[src/rtl/ex_mem_pipe.sv]
// EX/MEM pipeline stage: finalises execute results, derives flags, decodes memory and
// writeback controls and branch redirects, and holds results in a two-entry skid buffer.
package ex_mem_pipe_pkg;
   localparam int unsigned OPC_W  = 7;
   localparam int unsigned REG_W  = 5;
   localparam int unsigned DATA_W = 32;
   localparam int unsigned FLAG_W = 4;

   localparam logic [OPC_W-1:0] OP_NOP  = 7'h00;
   localparam logic [OPC_W-1:0] OP_MOVA = 7'h40;
   localparam logic [OPC_W-1:0] OP_ADD  = 7'h02;
   localparam logic [OPC_W-1:0] OP_SUB  = 7'h05;
   localparam logic [OPC_W-1:0] OP_AND  = 7'h08;
   localparam logic [OPC_W-1:0] OP_OR   = 7'h09;
   localparam logic [OPC_W-1:0] OP_XOR  = 7'h0A;
   localparam logic [OPC_W-1:0] OP_NOT  = 7'h0B;
   localparam logic [OPC_W-1:0] OP_ADI  = 7'h22;
   localparam logic [OPC_W-1:0] OP_SBI  = 7'h25;
   localparam logic [OPC_W-1:0] OP_ANI  = 7'h28;
   localparam logic [OPC_W-1:0] OP_ORI  = 7'h29;
   localparam logic [OPC_W-1:0] OP_XRI  = 7'h2A;
   localparam logic [OPC_W-1:0] OP_AIU  = 7'h62;
   localparam logic [OPC_W-1:0] OP_SIU  = 7'h65;
   localparam logic [OPC_W-1:0] OP_MOVB = 7'h0C;
   localparam logic [OPC_W-1:0] OP_LSR  = 7'h0D;
   localparam logic [OPC_W-1:0] OP_LSL  = 7'h0E;
   localparam logic [OPC_W-1:0] OP_LD   = 7'h10;
   localparam logic [OPC_W-1:0] OP_ST   = 7'h20;
   localparam logic [OPC_W-1:0] OP_JMR  = 7'h70;
   localparam logic [OPC_W-1:0] OP_SLT  = 7'h11;
   localparam logic [OPC_W-1:0] OP_BZ   = 7'h60;
   localparam logic [OPC_W-1:0] OP_BNZ  = 7'h61;
   localparam logic [OPC_W-1:0] OP_JMP  = 7'h44;
   localparam logic [OPC_W-1:0] OP_JML  = 7'h07;

   typedef struct packed {
      logic [OPC_W-1:0]  opcode;
      logic [REG_W-1:0]  rd;
      logic [DATA_W-1:0] result;
      logic [DATA_W-1:0] sdata;
      logic [FLAG_W-1:0] flags;
      logic              regwrite;
      logic              memread;
      logic              memwrite;
   } entry_t;
endpackage

module ex_mem_pipe
   import ex_mem_pipe_pkg::*;
#(
   parameter int unsigned LINK_INC = 4,
   parameter int unsigned DEPTH    = 2
) (
   input  logic              clk,
   input  logic              rst,
   input  logic              flush,
   input  logic              in_valid,
   output logic              in_ready,
   input  logic [OPC_W-1:0]  in_opcode,
   input  logic [REG_W-1:0]  in_rd,
   input  logic [DATA_W-1:0] in_a,
   input  logic [DATA_W-1:0] in_b,
   input  logic [DATA_W-1:0] in_fout,
   input  logic              in_carry,
   input  logic [DATA_W-1:0] in_sdata,
   input  logic [DATA_W-1:0] in_pc,
   input  logic [DATA_W-1:0] in_target,
   output logic              out_valid,
   input  logic              out_ready,
   output logic [OPC_W-1:0]  out_opcode,
   output logic [REG_W-1:0]  out_rd,
   output logic [DATA_W-1:0] out_result,
   output logic [DATA_W-1:0] out_sdata,
   output logic [FLAG_W-1:0] out_flags,
   output logic              out_regwrite,
   output logic              out_memread,
   output logic              out_memwrite,
   output logic              redirect,
   output logic [DATA_W-1:0] redirect_pc,
   output logic              fwd_valid,
   output logic [REG_W-1:0]  fwd_rd,
   output logic [DATA_W-1:0] fwd_data
);
   localparam int unsigned CNT_W = $clog2(DEPTH + 1);

   entry_t            r_head, r_skid, w_head_nxt, w_skid_nxt, w_new;
   logic              r_head_vld, r_skid_vld, w_head_vld_nxt, w_skid_vld_nxt;
   logic              r_in_ready, r_redirect, r_fwd_valid;
   logic [DATA_W-1:0] r_redirect_pc, w_redirect_pc_nxt, w_take_pc;
   logic              w_redirect_nxt, w_acc, w_pop;
   logic              w_add_cls, w_sub_cls, w_regwrite, w_take, w_v, w_n;
   logic [CNT_W-1:0]  w_cnt_nxt;
   logic              w_unused;

   // Only the operand sign bits matter for overflow detection
   assign w_unused = ^{in_a[DATA_W-2:0], in_b[DATA_W-2:0]};

   // Decode, flag derivation and result finalisation of the incoming instruction
   always_comb begin
      w_add_cls  = 1'b0;
      w_sub_cls  = 1'b0;
      w_regwrite = 1'b0;
      w_take     = 1'b0;
      w_take_pc  = in_target;
      case (in_opcode)
         OP_ADD, OP_ADI, OP_AIU: begin
            w_add_cls  = 1'b1;
            w_regwrite = 1'b1;
         end
         OP_SUB, OP_SBI, OP_SIU, OP_SLT: begin
            w_sub_cls  = 1'b1;
            w_regwrite = 1'b1;
         end
         OP_MOVA, OP_MOVB, OP_AND, OP_OR, OP_XOR, OP_NOT, OP_ANI, OP_ORI, OP_XRI,
         OP_LSR, OP_LSL, OP_LD: w_regwrite = 1'b1;
         OP_JML: begin
            w_regwrite = 1'b1;
            w_take     = 1'b1;
         end
         OP_JMP: w_take = 1'b1;
         OP_JMR: begin
            w_take    = 1'b1;
            w_take_pc = in_fout;
         end
         OP_BZ, OP_BNZ: w_take = in_fout[0];
         default: ;
      endcase
      w_n = in_fout[DATA_W-1];
      w_v = (w_add_cls & (in_a[DATA_W-1] == in_b[DATA_W-1]) & (in_fout[DATA_W-1] != in_a[DATA_W-1]))
          | (w_sub_cls & (in_a[DATA_W-1] != in_b[DATA_W-1]) & (in_fout[DATA_W-1] != in_a[DATA_W-1]));

      w_new          = '0;
      w_new.opcode   = in_opcode;
      w_new.rd       = in_rd;
      w_new.sdata    = in_sdata;
      w_new.flags    = {w_v, in_carry, w_n, (in_fout == '0)};
      w_new.regwrite = w_regwrite;
      w_new.memread  = (in_opcode == OP_LD);
      w_new.memwrite = (in_opcode == OP_ST);
      if (in_opcode == OP_SLT)
         w_new.result = DATA_W'(w_n ^ w_v);
      else if (in_opcode == OP_JML)
         w_new.result = in_pc + DATA_W'(LINK_INC);
      else
         w_new.result = in_fout;
   end

   assign w_acc = in_valid & r_in_ready & ~flush;
   assign w_pop = r_head_vld & out_ready;

   // Buffer next state: skid refills head on pop, otherwise a new entry fills the first free slot
   always_comb begin
      w_head_nxt     = r_head;
      w_skid_nxt     = r_skid;
      w_head_vld_nxt = r_head_vld;
      w_skid_vld_nxt = r_skid_vld;
      if (flush) begin
         w_head_vld_nxt = 1'b0;
         w_skid_vld_nxt = 1'b0;
      end else if (!r_head_vld || w_pop) begin
         if (r_skid_vld) begin
            w_head_nxt     = r_skid;
            w_head_vld_nxt = 1'b1;
            w_skid_vld_nxt = 1'b0;
         end else if (w_acc) begin
            w_head_nxt     = w_new;
            w_head_vld_nxt = 1'b1;
         end else begin
            w_head_vld_nxt = 1'b0;
         end
      end else if (w_acc) begin
         w_skid_nxt     = w_new;
         w_skid_vld_nxt = 1'b1;
      end
      w_cnt_nxt         = CNT_W'(w_head_vld_nxt) + CNT_W'(w_skid_vld_nxt);
      w_redirect_nxt    = w_acc & w_take;
      w_redirect_pc_nxt = w_redirect_nxt ? w_take_pc : r_redirect_pc;
   end

   always_ff @(posedge clk) begin
      if (rst) begin
         r_head        <= '0;
         r_skid        <= '0;
         r_head_vld    <= 1'b0;
         r_skid_vld    <= 1'b0;
         r_in_ready    <= 1'b1;
         r_redirect    <= 1'b0;
         r_redirect_pc <= '0;
         r_fwd_valid   <= 1'b0;
      end else begin
         r_head        <= w_head_nxt;
         r_skid        <= w_skid_nxt;
         r_head_vld    <= w_head_vld_nxt;
         r_skid_vld    <= w_skid_vld_nxt;
         r_in_ready    <= (w_cnt_nxt < CNT_W'(DEPTH));
         r_redirect    <= w_redirect_nxt;
         r_redirect_pc <= w_redirect_pc_nxt;
         r_fwd_valid   <= w_head_vld_nxt & w_head_nxt.regwrite & (w_head_nxt.rd != '0);
      end
   end

   assign in_ready     = r_in_ready;
   assign out_valid    = r_head_vld;
   assign out_opcode   = r_head.opcode;
   assign out_rd       = r_head.rd;
   assign out_result   = r_head.result;
   assign out_sdata    = r_head.sdata;
   assign out_flags    = r_head.flags;
   assign out_regwrite = r_head.regwrite;
   assign out_memread  = r_head.memread;
   assign out_memwrite = r_head.memwrite;
   assign redirect     = r_redirect;
   assign redirect_pc  = r_redirect_pc;
   assign fwd_valid    = r_fwd_valid;
   assign fwd_rd       = r_head.rd;
   assign fwd_data     = r_head.result;

endmodule
[config.mk]
export PLATFORM = sky130hd
export DESIGN_NAME = ex_mem_pipe
export DESIGN_NICKNAME = d
export VERILOG_FILES = /design/src/rtl/ex_mem_pipe.sv
export SDC_FILE = /design/constraint.sdc
export NUM_CORES = 1
export LEC_CHECK = 0
export CELL_PAD_IN_SITES_DETAIL_PLACEMENT = 0
export CELL_PAD_IN_SITES_GLOBAL_PLACEMENT = 1
export CORE_AREA = 2 2 171 173
export CTS_CLUSTER_SIZE = 28
export DETAILED_ROUTE_END_ITERATION = 8
export DIE_AREA = 0 0 173 175
export GPL_TIMING_DRIVEN = 0
export PLACE_DENSITY_LB_ADDON = 0.1
export SYNTH_ARGS = -nofsm -noshare
export SYNTH_HDL_FRONTEND = slang
export SYNTH_SLANG_ARGS = --single-unit
[constraint.sdc]
create_clock -name clk -period 3.2 [get_ports clk]
set_input_delay 0.32 -clock clk [delete_from_list [all_inputs] [get_ports clk]]
set_output_delay 0.32 -clock clk [all_outputs]
set_load 0.005 [all_outputs]
==> impl_results.html <==
<table>
<tr><th>Metric</th><th>Value</th></tr>
<tr><th colspan="2">Finish</th></tr>
<tr><td>Post-layout instance area</td><td>approximately 14000 um^2</td></tr>
<tr><td>Commonest non-fill, non-tap cell in the layout</td><td>sky130_fd_sc_hd__clkdlybuf4s50_1</td></tr>
<tr><td>Commonest cells after routing, fill and taps aside</td><td>299 x sky130_fd_sc_hd__clkdlybuf4s50_1, 203 x sky130_fd_sc_hd__dfxtp_1, 154 x sky130_fd_sc_hd__nand2_1</td></tr>
<tr><td>Synthesis-to-layout area growth</td><td>45.0%</td></tr>
<tr><td>Layout cell share with drive strength beyond 1</td><td>0.0817</td></tr>
<tr><td>Final layout net count</td><td>between 1500 and 2000</td></tr>
<tr><th colspan="2">Clock network</th></tr>
<tr><td>Number of buffers added for setup after CTS</td><td>0</td></tr>
<tr><td>Clock tree buffer depth</td><td>3</td></tr>
<tr><td>Quantity of gates resized following cts</td><td>0</td></tr>
<tr><td>Later-pin clock latency in the skew report</td><td>0.53 ns</td></tr>
<tr><td>Clock-pin slew of the registers on the worst-case setup and hold paths</td><td>0.06 ns</td></tr>
<tr><td>TritonCTS sink count</td><td>203</td></tr>
<tr><td>Cts bufs inserted</td><td>24</td></tr>
<tr><td>Depth of the CTS H-tree</td><td>1</td></tr>
<tr><td>CTS tree</td><td>built</td></tr>
<tr><td>Clock root buffer master</td><td>sky130_fd_sc_hd__clkbuf_16</td></tr>
<tr><td>Hold buffer count at cts</td><td>0</td></tr>
<tr><th colspan="2">Placement</th></tr>
<tr><td>Port Buffers</td><td>around 300</td></tr>
<tr><td>Final weighted congestion of routability-driven global placement</td><td>0.867</td></tr>
<tr><td>Final HPWL DP</td><td>28.7 mm</td></tr>
<tr><td>Placed cell areas</td><td>approximately 13000 um^2</td></tr>
<tr><th colspan="2">Timing</th></tr>
<tr><td>Final min period</td><td>2.80 ns</td></tr>
<tr><td>Crit share post-route</td><td>0.875</td></tr>
<tr><td>Hold violation count in the final report</td><td>0</td></tr>
<tr><td>Largest clock skew in the final design</td><td>0.0159 ns</td></tr>
<tr><td>FMAX</td><td>357 MHz</td></tr>
<tr><td>Setup repair after global routing missed its margin</td><td>false</td></tr>
<tr><td>Slew @ Worst Pin</td><td>slightly below 1 ns</td></tr>
<tr><td>Normalized max-slew margin</td><td>0.343</td></tr>
<tr><td>Setup Total Neg Slack</td><td>0 ns</td></tr>
<tr><td>Final setup violation count</td><td>0</td></tr>
<tr><td>Pins Over Slew Limit</td><td>0</td></tr>
<tr><th colspan="2">Pwr</th></tr>
<tr><td>Power per standard cell area</td><td>~460 nW/um^2</td></tr>
<tr><td>Pwr Total</td><td>6300 uW</td></tr>
<tr><td>Standby leakage power</td><td>0.00502 uW</td></tr>
<tr><td>Maximum ir drop on the vdd rail</td><td>~0.32 mV</td></tr>
<tr><th colspan="2">Synth</th></tr>
<tr><td>Number of cells produced by synthesis</td><td>1151</td></tr>
<tr><td>Mapped Area</td><td>~9500 um^2</td></tr>
<tr><td>Synth Net Count</td><td>1362</td></tr>
<tr><td>Fraction of registers with async set/reset</td><td>0</td></tr>
<tr><td>Average cell area after synthesis</td><td>roughly 8.3 um^2</td></tr>
<tr><td>Total number of yosys warnings</td><td>0</td></tr>
<tr><td>Count of flip-flops with a built-in enable after synthesis</td><td>0</td></tr>
<tr><td>Portion of the post-synthesis area used by sequential elements</td><td>0.427</td></tr>
<tr><td>Seq cells post-synth</td><td>203</td></tr>
<tr><td>Cell variety after synth</td><td>60</td></tr>
<tr><td>Predominant post-synthesis flop cell</td><td>sky130_fd_sc_hd__dfxtp_1</td></tr>
<tr><th colspan="2">Critical path</th></tr>
<tr><td>Minimum setup slack among reg-to-reg paths</td><td>0.40 ns</td></tr>
<tr><td>Capturing point of the worst reg2reg path</td><td>fwd_data[2]</td></tr>
<tr><td>Setup crit end</td><td>fwd_data[2]</td></tr>
<tr><td>Largest driver fanout on the critical path</td><td>10</td></tr>
<tr><td>Source of the critical timing path</td><td>r_skid_vld</td></tr>
<tr><td>Nature of the critical path startpoint</td><td>register</td></tr>
<tr><td>Required time of the critical path</td><td>3.63 ns</td></tr>
<tr><td>Worst Setup Path Type</td><td>reg -&gt; reg</td></tr>
<tr><td>Reg2Reg Launch Point</td><td>r_skid_vld</td></tr>
<tr><td>Element type at the critical path end</td><td>register</td></tr>
<tr><td>Worst EP arrival</td><td>3.23 ns</td></tr>
<tr><td>Number of cells on the worst reg-to-reg path</td><td>7</td></tr>
<tr><th colspan="2">Route</th></tr>
<tr><td>Vias per std cell</td><td>between 5 and 6</td></tr>
<tr><td>Routed length per placed instance</td><td>20.2 um</td></tr>
<tr><td>DRC violation total after the first TritonRoute iteration</td><td>about 740</td></tr>
<tr><td>Detailed Routing Iterations Pass 1</td><td>6</td></tr>
<tr><td>Routed vias</td><td>about 9900</td></tr>
<tr><td>Remaining antenna violation count after routing</td><td>0</td></tr>
<tr><td>Count of unresolved DRC violations after routing</td><td>0</td></tr>
<tr><td>Drt total wl</td><td>approximately 38 mm</td></tr>
<tr><th colspan="2">Floorplanning</th></tr>
<tr><td>Die area</td><td>around 30000 um^2</td></tr>
<tr><td>Placeable core region</td><td>between 20000 and 30000 um^2</td></tr>
<tr><td>Vertical die dimension</td><td>around 180 um</td></tr>
<tr><td>Initial Util</td><td>0.335</td></tr>
<tr><td>Number of I/O pins</td><td>366</td></tr>
<tr><td>Number of cell rows</td><td>62</td></tr>
<tr><td>Floorplan die width</td><td>173 um</td></tr>
<tr><th colspan="2">Global route</th></tr>
<tr><td>Global-route usage over all layers</td><td>0.243</td></tr>
<tr><td>Number of global-route vias before repair</td><td>slightly below 10000</td></tr>
<tr><td>Antenna violations before repair</td><td>1</td></tr>
<tr><td>Total congestion overflow</td><td>0</td></tr>
<tr><td>Largest net degree at the start of global routing</td><td>13</td></tr>
<tr><td>Wire length of the first global-routing pass</td><td>between 50 and 60 mm</td></tr>
<tr><th colspan="2">Flow run</th></tr>
<tr><td>Max Cap Violations</td><td>0</td></tr>
<tr><th colspan="2">Outcome</th></tr>
<tr><td>Status</td><td>finished clean</td></tr>
<tr><th colspan="2">Min path</th></tr>
<tr><td>Hold crit path type</td><td>in -&gt; reg</td></tr>
</table>
==> state kept, by name, summed over array words and instances (netlist names), 4 cells and up <==
signal       count
r_skid          83
fwd_data        32
out_sdata       32
redirect_pc     32
out_opcode       7
fwd_rd           5
out_flags        4
==> kinds of logic after synthesis <==
kind of cell,synth area share
multiplexers,0.0379
adder cells (fa/ha/maj),0.00132
AND/OR/NAND/NOR,0.225
flip-flops,0.427
XOR/XNOR,0.0230
buffers and inverters,0.0770
AO/OA/AOI/OAI,0.208
==> Yosys cell counts, drive strengths merged (2+ instances only) <==
library cell / count / area [um^2]
xor2: 13 / 114
a32oi: 3 / 26.3
nand4: 15 / 115
xnor2: 12 / 105
and3: 17 / 106
and2: 2 / 12.5
dfxtp: 203 / 4060
a22o: 5 / 43.8
a31oi: 5 / 31.3
a221oi: 49 / 429
a311oi: 2 / 17.5
a21oi: 84 / 420
nor4b: 2 / 23.8
o22ai: 24 / 150
inv: 12 / 45.0
a21o: 4 / 30.0
nor3: 67 / 345
o211ai: 5 / 37.5
nor2b: 3 / 18.8
o31a: 2 / 17.5
mux2i: 36 / 360
buf: 63 / 424
o31ai: 5 / 37.5
nand3: 26 / 130
a211oi: 47 / 438
o2bb2ai: 4 / 35.0
or3: 4 / 25.0
clkbuf: 70 / 263
a32o: 4 / 40.0
o21ai: 27 / 135
nand2: 154 / 578
nand2b: 10 / 62.6
and4: 4 / 35.0
o32ai: 4 / 35.0
nand3b: 6 / 45.0
nor4: 14 / 93.8
nor2: 131 / 492
==> metal layers <==
metal | vias to the layer above | share of wire | wire length (um) | global-route usage
met5 | - | 0 | 0 | 0
met4 | 0 | 0.024 | 919 | 0.0678
met3 | 53 | 0.061 | 2320 | 0.0352
met1 | 4760 | 0.45 | 17200 | 0.333
li1 | 4767 | - | - | -
met2 | 368 | 0.46 | 17600 | 0.401
==> area by class of cell <==
cell class                 count  area (um^2)
fill                        2838        14600
multi-input combinational    803         4710
sequential                   203         4060
timing repair buffer         299         2990
clock buffer                  38          744
buffer                       133          687
tap                          384          480
clock inverter                 5         52.6
inverter                      12         45.0
antenna                        3         7.51
==> critical path, stage by stage, from the launching register on <==
cell and delay [ns]:
sky130_fd_sc_hd__dfxtp_1 0.30, sky130_fd_sc_hd__clkbuf_1 0.36, sky130_fd_sc_hd__a21oi_1 0.09, sky130_fd_sc_hd__nor3_2 0.61
sky130_fd_sc_hd__clkbuf_1 0.43, sky130_fd_sc_hd__clkbuf_1 0.63, sky130_fd_sc_hd__nor2_1 0.09, sky130_fd_sc_hd__nor3_1 0.19
==> how the worst min path moves through the flow <==
stage	start	end	slack (ns)	depth (start not counted)
after detailed placement	r_skid[58]	r_skid[58]	0.44	2
after floorplan	r_skid[56]	r_skid[56]	0.42	2
final	in_opcode[3]	r_skid[79]	0.15	3
after global routing	in_opcode[3]	r_skid[79]	0.16	3
after global placement	r_skid[56]	r_skid[56]	0.43	2
after CTS	in_opcode[3]	r_skid[79]	0.13	3
==> where the power goes <==
group          internal, uW  leakage [uW]  switching (uW)  total, uW
logic                   466       0.00298             420        885
clock network          1670      0.000392            1100       2760
registers              2600       0.00165            51.0       2650
==> through the flow <==
stage / setup slack [ns] / hold slack [ns] / instances / util
after floorplan: 1.34 / 0.417 / 1151 / -
after global placement: 0.00991 / 0.430 / 1834 / 0.457
after detailed placement: 0.0167 / 0.436 / 1834 / 0.457
after CTS: 0.332 / 0.135 / 1877 / 0.485
after global routing: 0.209 / 0.160 / 1878 / 0.485
final: 0.401 / 0.152 / 1880 / 0.486
Power figures use the tool's default switching activity.
